[config.mk]
export PLATFORM = sky130hd
export DESIGN_NAME = ioexp_multiport_ctrl_flat
export DESIGN_NICKNAME = d
export VERILOG_FILES = /design/src/rtl/ioexp_multiport_ctrl_pkg.sv /design/src/rtl/ioexp_multiport_ctrl_if.sv /design/src/rtl/ioexp_multiport_ctrl_in_filter.sv /design/src/rtl/ioexp_multiport_ctrl.sv /design/src/flat_wrapper.sv
export SDC_FILE = /design/constraint.sdc
export NUM_CORES = 1
export LEC_CHECK = 0
export CAP_MARGIN = 10
export CORE_MARGIN = 5
export CORE_UTILIZATION = 40
export DETAILED_ROUTE_END_ITERATION = 7
export MAX_ROUTING_LAYER = met4
export PLACE_DENSITY_LB_ADDON = 0.08
export SYNTH_ARGS = -nofsm -noshare
export SYNTH_HDL_FRONTEND = slang
export SYNTH_HIERARCHICAL = 1
export SYNTH_SLANG_ARGS = --single-unit
[constraint.sdc]
create_clock -name iClk -period 2.1 [get_ports iClk]
set_input_delay 0.42 -clock iClk [delete_from_list [all_inputs] [get_ports iClk]]
set_output_delay 0.42 -clock iClk [all_outputs]
set_load 0.05 [all_outputs]
[src/rtl/ioexp_multiport_ctrl_pkg.sv]
// Shared definitions for the multi-port IO-expander register bank.
// Register groups sit at a stride of 8 offsets, one byte per port.
package ioexp_multiport_ctrl_pkg;

   localparam int unsigned NPORT_MAX        = 8;
   localparam int unsigned IOEXP_GRP_STRIDE = 8;

   localparam logic [7:0] IOEXP_IN_BASE  = 8'h00;
   localparam logic [7:0] IOEXP_OUT_BASE = 8'h08;
   localparam logic [7:0] IOEXP_POL_BASE = 8'h10;
   localparam logic [7:0] IOEXP_CFG_BASE = 8'h18;
   localparam logic [7:0] IOEXP_MSK_BASE = 8'h20;

   typedef enum logic {
      ST_PRIME = 1'b0,
      ST_RUN   = 1'b1
   } ioexp_state_e;

   typedef enum logic [2:0] {
      GRP_IN,
      GRP_OUT,
      GRP_POL,
      GRP_CFG,
      GRP_MSK,
      GRP_NONE
   } ioexp_grp_e;

   // Map an offset to its register group; the low bits select the port.
   function automatic ioexp_grp_e grp_decode(input logic [7:0] off);
      logic [7:0] base;
      ioexp_grp_e grp;
      base = off & ~8'(IOEXP_GRP_STRIDE - 1);
      case (base)
         IOEXP_IN_BASE:  grp = GRP_IN;
         IOEXP_OUT_BASE: grp = GRP_OUT;
         IOEXP_POL_BASE: grp = GRP_POL;
         IOEXP_CFG_BASE: grp = GRP_CFG;
         IOEXP_MSK_BASE: grp = GRP_MSK;
         default:        grp = GRP_NONE;
      endcase
      return grp;
   endfunction

endpackage

[src/rtl/ioexp_multiport_ctrl_if.sv]
// Byte-level offset/data bus between the SMBus slave and the register bank.
interface ioexp_multiport_ctrl_if;

   logic       iWrEn;
   logic       iRdEn;
   logic [7:0] iOffset;
   logic [7:0] iWrData;
   logic [7:0] oRdData;

   modport master (
      output iWrEn,
      output iRdEn,
      output iOffset,
      output iWrData,
      input  oRdData
   );

   modport slave (
      input  iWrEn,
      input  iRdEn,
      input  iOffset,
      input  iWrData,
      output oRdData
   );

endinterface

[src/rtl/ioexp_multiport_ctrl_in_filter.sv]
// One pin of the input path: 2-flop synchroniser, optionally followed by a
// stability filter (macro IOEXP_INPUT_FILTER_EN).
module ioexp_multiport_ctrl_in_filter #(
   parameter int unsigned FILTER_CYC = 16
) (
   input  logic iClk,
   input  logic nrst,
   input  logic pin_i,
   output logic val_o,
   output logic seeded_o
);

   logic sync1_q;
   logic sync2_q;

   // Two-stage synchroniser for the asynchronous pin.
   always_ff @(posedge iClk or negedge nrst) begin
      if (!nrst) begin
         sync1_q <= 1'b0;
         sync2_q <= 1'b0;
      end else begin
         sync1_q <= pin_i;
         sync2_q <= sync1_q;
      end
   end

`ifdef IOEXP_INPUT_FILTER_EN
   localparam logic [15:0] CYC_LAST = 16'(FILTER_CYC - 1);

   logic [15:0] cnt_q, cnt_d;
   logic        filt_q, filt_d;
   logic        seeded_q, seeded_d;

   // Until seeded, the counter free-runs once and then loads the pin level;
   // afterwards it counts only while the synced bit differs from the output.
   always_comb begin
      cnt_d    = cnt_q;
      filt_d   = filt_q;
      seeded_d = seeded_q;
      if (!seeded_q) begin
         if (cnt_q == CYC_LAST) begin
            filt_d   = sync2_q;
            seeded_d = 1'b1;
            cnt_d    = '0;
         end else begin
            cnt_d = cnt_q + 16'd1;
         end
      end else if (sync2_q == filt_q) begin
         cnt_d = '0;
      end else if (cnt_q == CYC_LAST) begin
         filt_d = sync2_q;
         cnt_d  = '0;
      end else begin
         cnt_d = cnt_q + 16'd1;
      end
   end

   // Filter state register.
   always_ff @(posedge iClk or negedge nrst) begin
      if (!nrst) begin
         cnt_q    <= '0;
         filt_q   <= 1'b0;
         seeded_q <= 1'b0;
      end else begin
         cnt_q    <= cnt_d;
         filt_q   <= filt_d;
         seeded_q <= seeded_d;
      end
   end

   assign val_o    = filt_q;
   assign seeded_o = seeded_q;
`else
   assign val_o    = sync2_q;
   assign seeded_o = 1'b1;
`endif

endmodule

[src/rtl/ioexp_multiport_ctrl.sv]
// NPORT x 8-bit SMBus IO-expander register bank (IN/OUT/POL/CFG/MSK groups)
// with change-detect pending latches, read-to-clear and a registered
// active-low interrupt. Optional input filter: IOEXP_INPUT_FILTER_EN.
module ioexp_multiport_ctrl
   import ioexp_multiport_ctrl_pkg::*;
#(
   parameter int unsigned        NPORT      = 2,
   parameter logic [NPORT*8-1:0] OUT_RST    = {NPORT{8'hFF}},
   parameter logic [NPORT*8-1:0] CFG_RST    = {NPORT{8'hFF}},
   parameter logic [NPORT*8-1:0] MASK_RST   = {NPORT{8'hFF}},
   parameter int unsigned        FILTER_CYC = 16
) (
   input  logic                 iClk,
   input  logic                 nrst,
   ioexp_multiport_ctrl_if.slave sbus,
   input  logic                 iIntEn,
   input  logic [NPORT*8-1:0]   iPins,
   output logic [NPORT*8-1:0]   oOut,
   output logic [NPORT*8-1:0]   oOe,
   output logic                 oInt_n,
   output logic [NPORT-1:0]     oPending
);

   localparam int unsigned NBIT = NPORT * 8;

   ioexp_state_e state_q, state_d;
   logic [1:0]   prime_cnt_q, prime_cnt_d;

   logic [NBIT-1:0] out_q,  out_d;
   logic [NBIT-1:0] pol_q,  pol_d;
   logic [NBIT-1:0] cfg_q,  cfg_d;
   logic [NBIT-1:0] msk_q,  msk_d;
   logic [NBIT-1:0] pend_q, pend_d;
   logic [NBIT-1:0] snap_q, snap_d;
   logic            int_n_q, int_n_d;

   logic [NBIT-1:0] filt;
   logic [NBIT-1:0] seeded;
   logic [NBIT-1:0] val;
   ioexp_grp_e      grp;
   logic [2:0]      idx;

   for (genvar g = 0; g < NBIT; g++) begin : g_bit
      ioexp_multiport_ctrl_in_filter #(
         .FILTER_CYC(FILTER_CYC)
      ) u_filt (
         .iClk     (iClk),
         .nrst     (nrst),
         .pin_i    (iPins[g]),
         .val_o    (filt[g]),
         .seeded_o (seeded[g])
      );
   end

   assign val = filt ^ pol_q;
   assign grp = grp_decode(sbus.iOffset);
   assign idx = sbus.iOffset[2:0];

   // Combinational read mux; unmapped groups and absent ports read 0xFF.
   always_comb begin
      sbus.oRdData = 8'hFF;
      for (int unsigned p = 0; p < NPORT; p++) begin
         if (idx == 3'(p)) begin
            case (grp)
               GRP_IN:  sbus.oRdData = val[8*p +: 8];
               GRP_OUT: sbus.oRdData = out_q[8*p +: 8];
               GRP_POL: sbus.oRdData = pol_q[8*p +: 8];
               GRP_CFG: sbus.oRdData = cfg_q[8*p +: 8];
               GRP_MSK: sbus.oRdData = msk_q[8*p +: 8];
               default: sbus.oRdData = 8'hFF;
            endcase
         end
      end
   end

   // Priming FSM next state: hold PRIME for 3 cycles and until all filters seeded.
   always_comb begin
      state_d     = state_q;
      prime_cnt_d = prime_cnt_q;
      if (state_q == ST_PRIME) begin
         if (prime_cnt_q != 2'd2) begin
            prime_cnt_d = prime_cnt_q + 2'd1;
         end else if (&seeded) begin
            state_d = ST_RUN;
         end
      end
   end

   // Priming FSM state register.
   always_ff @(posedge iClk or negedge nrst) begin
      if (!nrst) begin
         state_q     <= ST_PRIME;
         prime_cnt_q <= '0;
      end else begin
         state_q     <= state_d;
         prime_cnt_q <= prime_cnt_d;
      end
   end

   // Register-bank next state: writes, change detect and read-to-clear.
   // The clear is applied after the set so it wins on a colliding edge.
   always_comb begin
      out_d   = out_q;
      pol_d   = pol_q;
      cfg_d   = cfg_q;
      msk_d   = msk_q;
      pend_d  = pend_q;
      snap_d  = snap_q;
      int_n_d = ~(iIntEn & (|(pend_q & ~msk_q)));

      if (state_q == ST_PRIME) begin
         snap_d = val;
         pend_d = '0;
      end else begin
         pend_d = pend_q | (val ^ snap_q);
         for (int unsigned p = 0; p < NPORT; p++) begin
            if (sbus.iRdEn && (grp == GRP_IN) && (idx == 3'(p))) begin
               snap_d[8*p +: 8] = val[8*p +: 8];
               pend_d[8*p +: 8] = '0;
            end
         end
      end

      for (int unsigned p = 0; p < NPORT; p++) begin
         if (sbus.iWrEn && (idx == 3'(p))) begin
            case (grp)
               GRP_OUT: out_d[8*p +: 8] = sbus.iWrData;
               GRP_POL: pol_d[8*p +: 8] = sbus.iWrData;
               GRP_CFG: cfg_d[8*p +: 8] = sbus.iWrData;
               GRP_MSK: msk_d[8*p +: 8] = sbus.iWrData;
               default: ;
            endcase
         end
      end
   end

   // Register-bank state.
   always_ff @(posedge iClk or negedge nrst) begin
      if (!nrst) begin
         out_q   <= OUT_RST;
         pol_q   <= '0;
         cfg_q   <= CFG_RST;
         msk_q   <= MASK_RST;
         pend_q  <= '0;
         snap_q  <= '0;
         int_n_q <= 1'b1;
      end else begin
         out_q   <= out_d;
         pol_q   <= pol_d;
         cfg_q   <= cfg_d;
         msk_q   <= msk_d;
         pend_q  <= pend_d;
         snap_q  <= snap_d;
         int_n_q <= int_n_d;
      end
   end

   // Per-port pending summary, independent of the mask.
   always_comb begin
      oPending = '0;
      for (int unsigned p = 0; p < NPORT; p++) begin
         oPending[p] = |pend_q[8*p +: 8];
      end
   end

   assign oOut   = out_q;
   assign oOe    = ~cfg_q;
   assign oInt_n = int_n_q;

endmodule

[src/flat_wrapper.sv]
// flat-port wrapper written by rule: the top's interface ports become plain ports
module ioexp_multiport_ctrl_flat import ioexp_multiport_ctrl_pkg::*;
#(
   parameter int unsigned        NPORT      = 2,
   parameter logic [NPORT*8-1:0] OUT_RST    = {NPORT{8'hFF}},
   parameter logic [NPORT*8-1:0] CFG_RST    = {NPORT{8'hFF}},
   parameter logic [NPORT*8-1:0] MASK_RST   = {NPORT{8'hFF}},
   parameter int unsigned        FILTER_CYC = 16
)
  (iClk, nrst, iIntEn, iPins, oOut, oOe, oInt_n, oPending, sbus_iWrEn, sbus_iRdEn, sbus_iOffset, sbus_iWrData, sbus_oRdData);
  ioexp_multiport_ctrl_if sbus_i ();
  input  logic iClk;
  input  logic nrst;
  input  logic iIntEn;
  input  logic [NPORT*8-1:0] iPins;
  output logic [NPORT*8-1:0] oOut;
  output logic [NPORT*8-1:0] oOe;
  output logic oInt_n;
  output logic [NPORT-1:0] oPending;
  input wire logic [$bits(sbus_i.iWrEn)-1:0] sbus_iWrEn;
  input wire logic [$bits(sbus_i.iRdEn)-1:0] sbus_iRdEn;
  input wire logic [$bits(sbus_i.iOffset)-1:0] sbus_iOffset;
  input wire logic [$bits(sbus_i.iWrData)-1:0] sbus_iWrData;
  output wire logic [$bits(sbus_i.oRdData)-1:0] sbus_oRdData;
  assign sbus_i.iWrEn = sbus_iWrEn;
  assign sbus_i.iRdEn = sbus_iRdEn;
  assign sbus_i.iOffset = sbus_iOffset;
  assign sbus_i.iWrData = sbus_iWrData;
  assign sbus_oRdData = sbus_i.oRdData;
  ioexp_multiport_ctrl #(.NPORT(NPORT), .OUT_RST(OUT_RST), .CFG_RST(CFG_RST), .MASK_RST(MASK_RST), .FILTER_CYC(FILTER_CYC)) u_core (.iClk(iClk), .nrst(nrst), .sbus(sbus_i), .iIntEn(iIntEn), .iPins(iPins), .oOut(oOut), .oOe(oOe), .oInt_n(oInt_n), .oPending(oPending));
endmodule
==> run metrics <==
# IOs 80; EDFF count, synth 0; Die W 132 um; ANT nets after route 0; Synth Area in XOR/XNOR 0.0482; Syn Std Cell Area 0.00600 mm^2; kind of critical path input port to primary output; yosys warns 6; Area Growth Syn to Fin 42.4%; clock buffer depth 2; Critical Path Sink Type primary output; post-synth top area share 0.346; Hold Path Class flop to flop; Seq/Total Area, Yosys 0.561; Residual DRC 0; violated checks setup timing; worst path arrival time 2.01 ns; initial cell density of the core 0.410; final hold violation count 0; CP Launch Type input port; Via-to-Cell Ratio 5.11; most used routing layer met2; routing usage on met2 0.295; clk slew on worst S/H paths 0.06 ns; Final Core Density 0.583; root buffer cell clkbuf_16; area leader, netlist dfrtp_1; Buffers on Ports 79; final total power 0.00662 W; FF-to-FF Start u_core/msk_q[15]; max-cap violations 0; die area 0.0175 mm^2; FMAX 0.412 GHz; TritonCTS Sinks 132; Core ar. 0.0146 mm^2; met3 Use GR 0.0471; Slew Limit Fails 0; #FFs+latches synth 132; die height 132 um; fraction of registers with async set/reset 1.00; power per cell area 775 mW/mm^2; final cell count without fillers 819; layout cells sized above 1 0.474; Worst Max-Slew Pin Slew 0.507 ns; Tmin final 2.43 ns; net count after synthesis 542; placed insts 780; fill count 1204; top cells by area, synth dfrtp_1 35%, dfstp_2 21%, mux2_2 14%; Sequential Area 0.00336 mm^2; met1 usage 0.256; unrepaired setup endpoints after global routing yes; status finished, violations left; CTS tree built; CP max FO 8; Syn Area/Cell 11.9 um^2; final period utilization 1.15; largest net degree at the start of global routing 45; largest family of logic cells by synthesized area multiplexers; site row count 44; maximum VDD drop 0.573 mV; footprint of the multi-input gates 0.00288 mm^2; vias in the first global route 4630; Post-DP HPWL 10500 um; clk_lat worst skew 0.42 ns; drt first-iter violations 205; Netlist cell types 45; CTS H-tree depth 4; routed via count 4181; Post-Synth Simple-Gate Area 0.0845; post-synthesis cell count 504; worst setup path startpoint sbus_iOffset[7]; min-delay src u_core/g_bit[0].u_filt/sync1_q; final setup margin -0.325 ns; GP Congestion 0.848; total CTS buffers 17; Routed Wire Length 15700 um; Crit path required time 1.68 ns; Leak 3.63 nW; initial antenna violation count 0; Setup-failing EPs final 8; Antenna Cells 0; total grt overflow 0; clock skew 0.00968 ns; Synth Area in Compound Gates 0.0776; first-pass GRT wire length 25700 um; mux cell area share after synthesis 0.162; Rel. slew slack 0.664; commonest register cell after synthesis dfrtp_1; Overall Global Routing Usage 0.196; Post-Synth Adder-Cell Area 0.00209; Pre-antenna DRT Iters 6; drt wl/cell 19.2 um; fin nets 660
[final timing paths]
kind	slack [ns]	cells past startpoint	end
max in group asynchronous	0.99	3	u_core/cfg_q[5]
setup / recovery	-0.33	5	sbus_oRdData[3]
setup reg to reg	0.22	4	u_core/oInt_n
min in group asynchronous	0.47	2	u_core/g_bit[9].u_filt/val_o
hold reg to reg	0.35	0	u_core/g_bit[0].u_filt/val_o
hold / removal	0.35	0	u_core/g_bit[0].u_filt/val_o
[power breakdown]
group,switching [W],internal (W)
registers,0.000100,0.00270
clock network,0.00108,0.00196
logic,0.000426,0.000345
[critical path: stages]
cell and delay [ns]:
buf_8 0.10, or4_4 0.66, o32a_1 0.42, a31oi_4 0.21, buf_6 0.18
[cell families after synthesis]
| kind of cell | Yosys count |
|---|---|
| flip-flops | 132 |
| AND/OR/NAND/NOR | 106 |
| multiplexers | 88 |
| buffers and inverters | 65 |
| AO/OA/AOI/OAI | 63 |
| XOR/XNOR | 33 |
| other | 16 |
| adder cells (fa/ha/maj) | 1 |
[layer usage]
layer  part of all wire  vias up
li1                   -     1937
met1               0.47     2139
met2               0.48       84
met3              0.032       21
met4              0.020        0
met5                  0        -
[Yosys cell counts, drive strengths merged, types with 2 or more instances]
| library cell | number |
|---|---|
| dfrtp | 83 |
| mux2 | 72 |
| nor2 | 54 |
| dfstp | 49 |
| inv | 29 |
| buf | 27 |
| a21oi | 18 |
| xnor2 | 18 |
| conb | 16 |
| mux2i | 16 |
| xor2 | 15 |
| nand2 | 13 |
| nor2b | 13 |
| a2111oi | 9 |
| a211oi | 8 |
| a31oi | 8 |
| clkbuf | 8 |
| o32a | 7 |
| nor4 | 5 |
| and3 | 4 |
| nand3 | 4 |
| nand4 | 4 |
| o21ai | 3 |
| nand2b | 2 |
| o22ai | 2 |
| o41ai | 2 |
[through the flow]
stage | area (um^2) | setup WS, ns | TNS, ns | hold WS, ns
final | 8540 | -0.325 | -2.17 | 0.347
after global routing | 8540 | -0.326 | -2.34 | 0.352
after CTS | 8310 | -0.315 | -2.30 | 0.348
after detailed placement | 7330 | -0.815 | -28.45 | 0.329
after global placement | 7330 | -0.744 | -25.99 | 0.328
after floorplan | 6150 | -0.206 | -1.28 | 0.124
[area by class of cell]
cell class                 instances  area share
clock inverter                    11      0.0177
timing repair buffer             133       0.155
multi-input combinational        308       0.338
tap                              184      0.0270
inverter                          30      0.0132
sequential                       132       0.394
clock buffer                      21      0.0551
[sequential cells by signal, indices dropped and copies added (netlist names)]
name,cells
u_core/snap_q,16
u_core/oOut,16
u_core/pol_q,16
u_core/msk_q,16
u_core/prime_cnt_q,2
u_core/g_bit.u_filt/val_o,16
u_core/cfg_q,16
u_core/oInt_n,1
u_core/pend_q,16
u_core/state_q,1
u_core/g_bit.u_filt/sync1_q,16
[cells in the final DEF (no fill, tap or decap), types with 12 or more instances in the layout]
cell type and count:
a21oi_1 18, buf_4 56, buf_6 16, clkbuf_16 17, clkdlybuf4s50_1 27, conb_1 16, dfrtp_1 83, dfstp_2 49
dlygate4sd2_1 17, inv_1 29, mux2_2 72, mux2i_1 12, nand2_1 13, nor2_1 47, xnor2_1 13
[repair_timing]
action,CTS,global route
hold buffers,1,0
cloned,3,0
gates resized for setup,105,36
pin swaps,17,24
endpoints found under the hold margin,16,0
setup buffers,2,7
endpoints found under the setup margin,24,8
No activity file was read; power rests on OpenSTA's default activity.
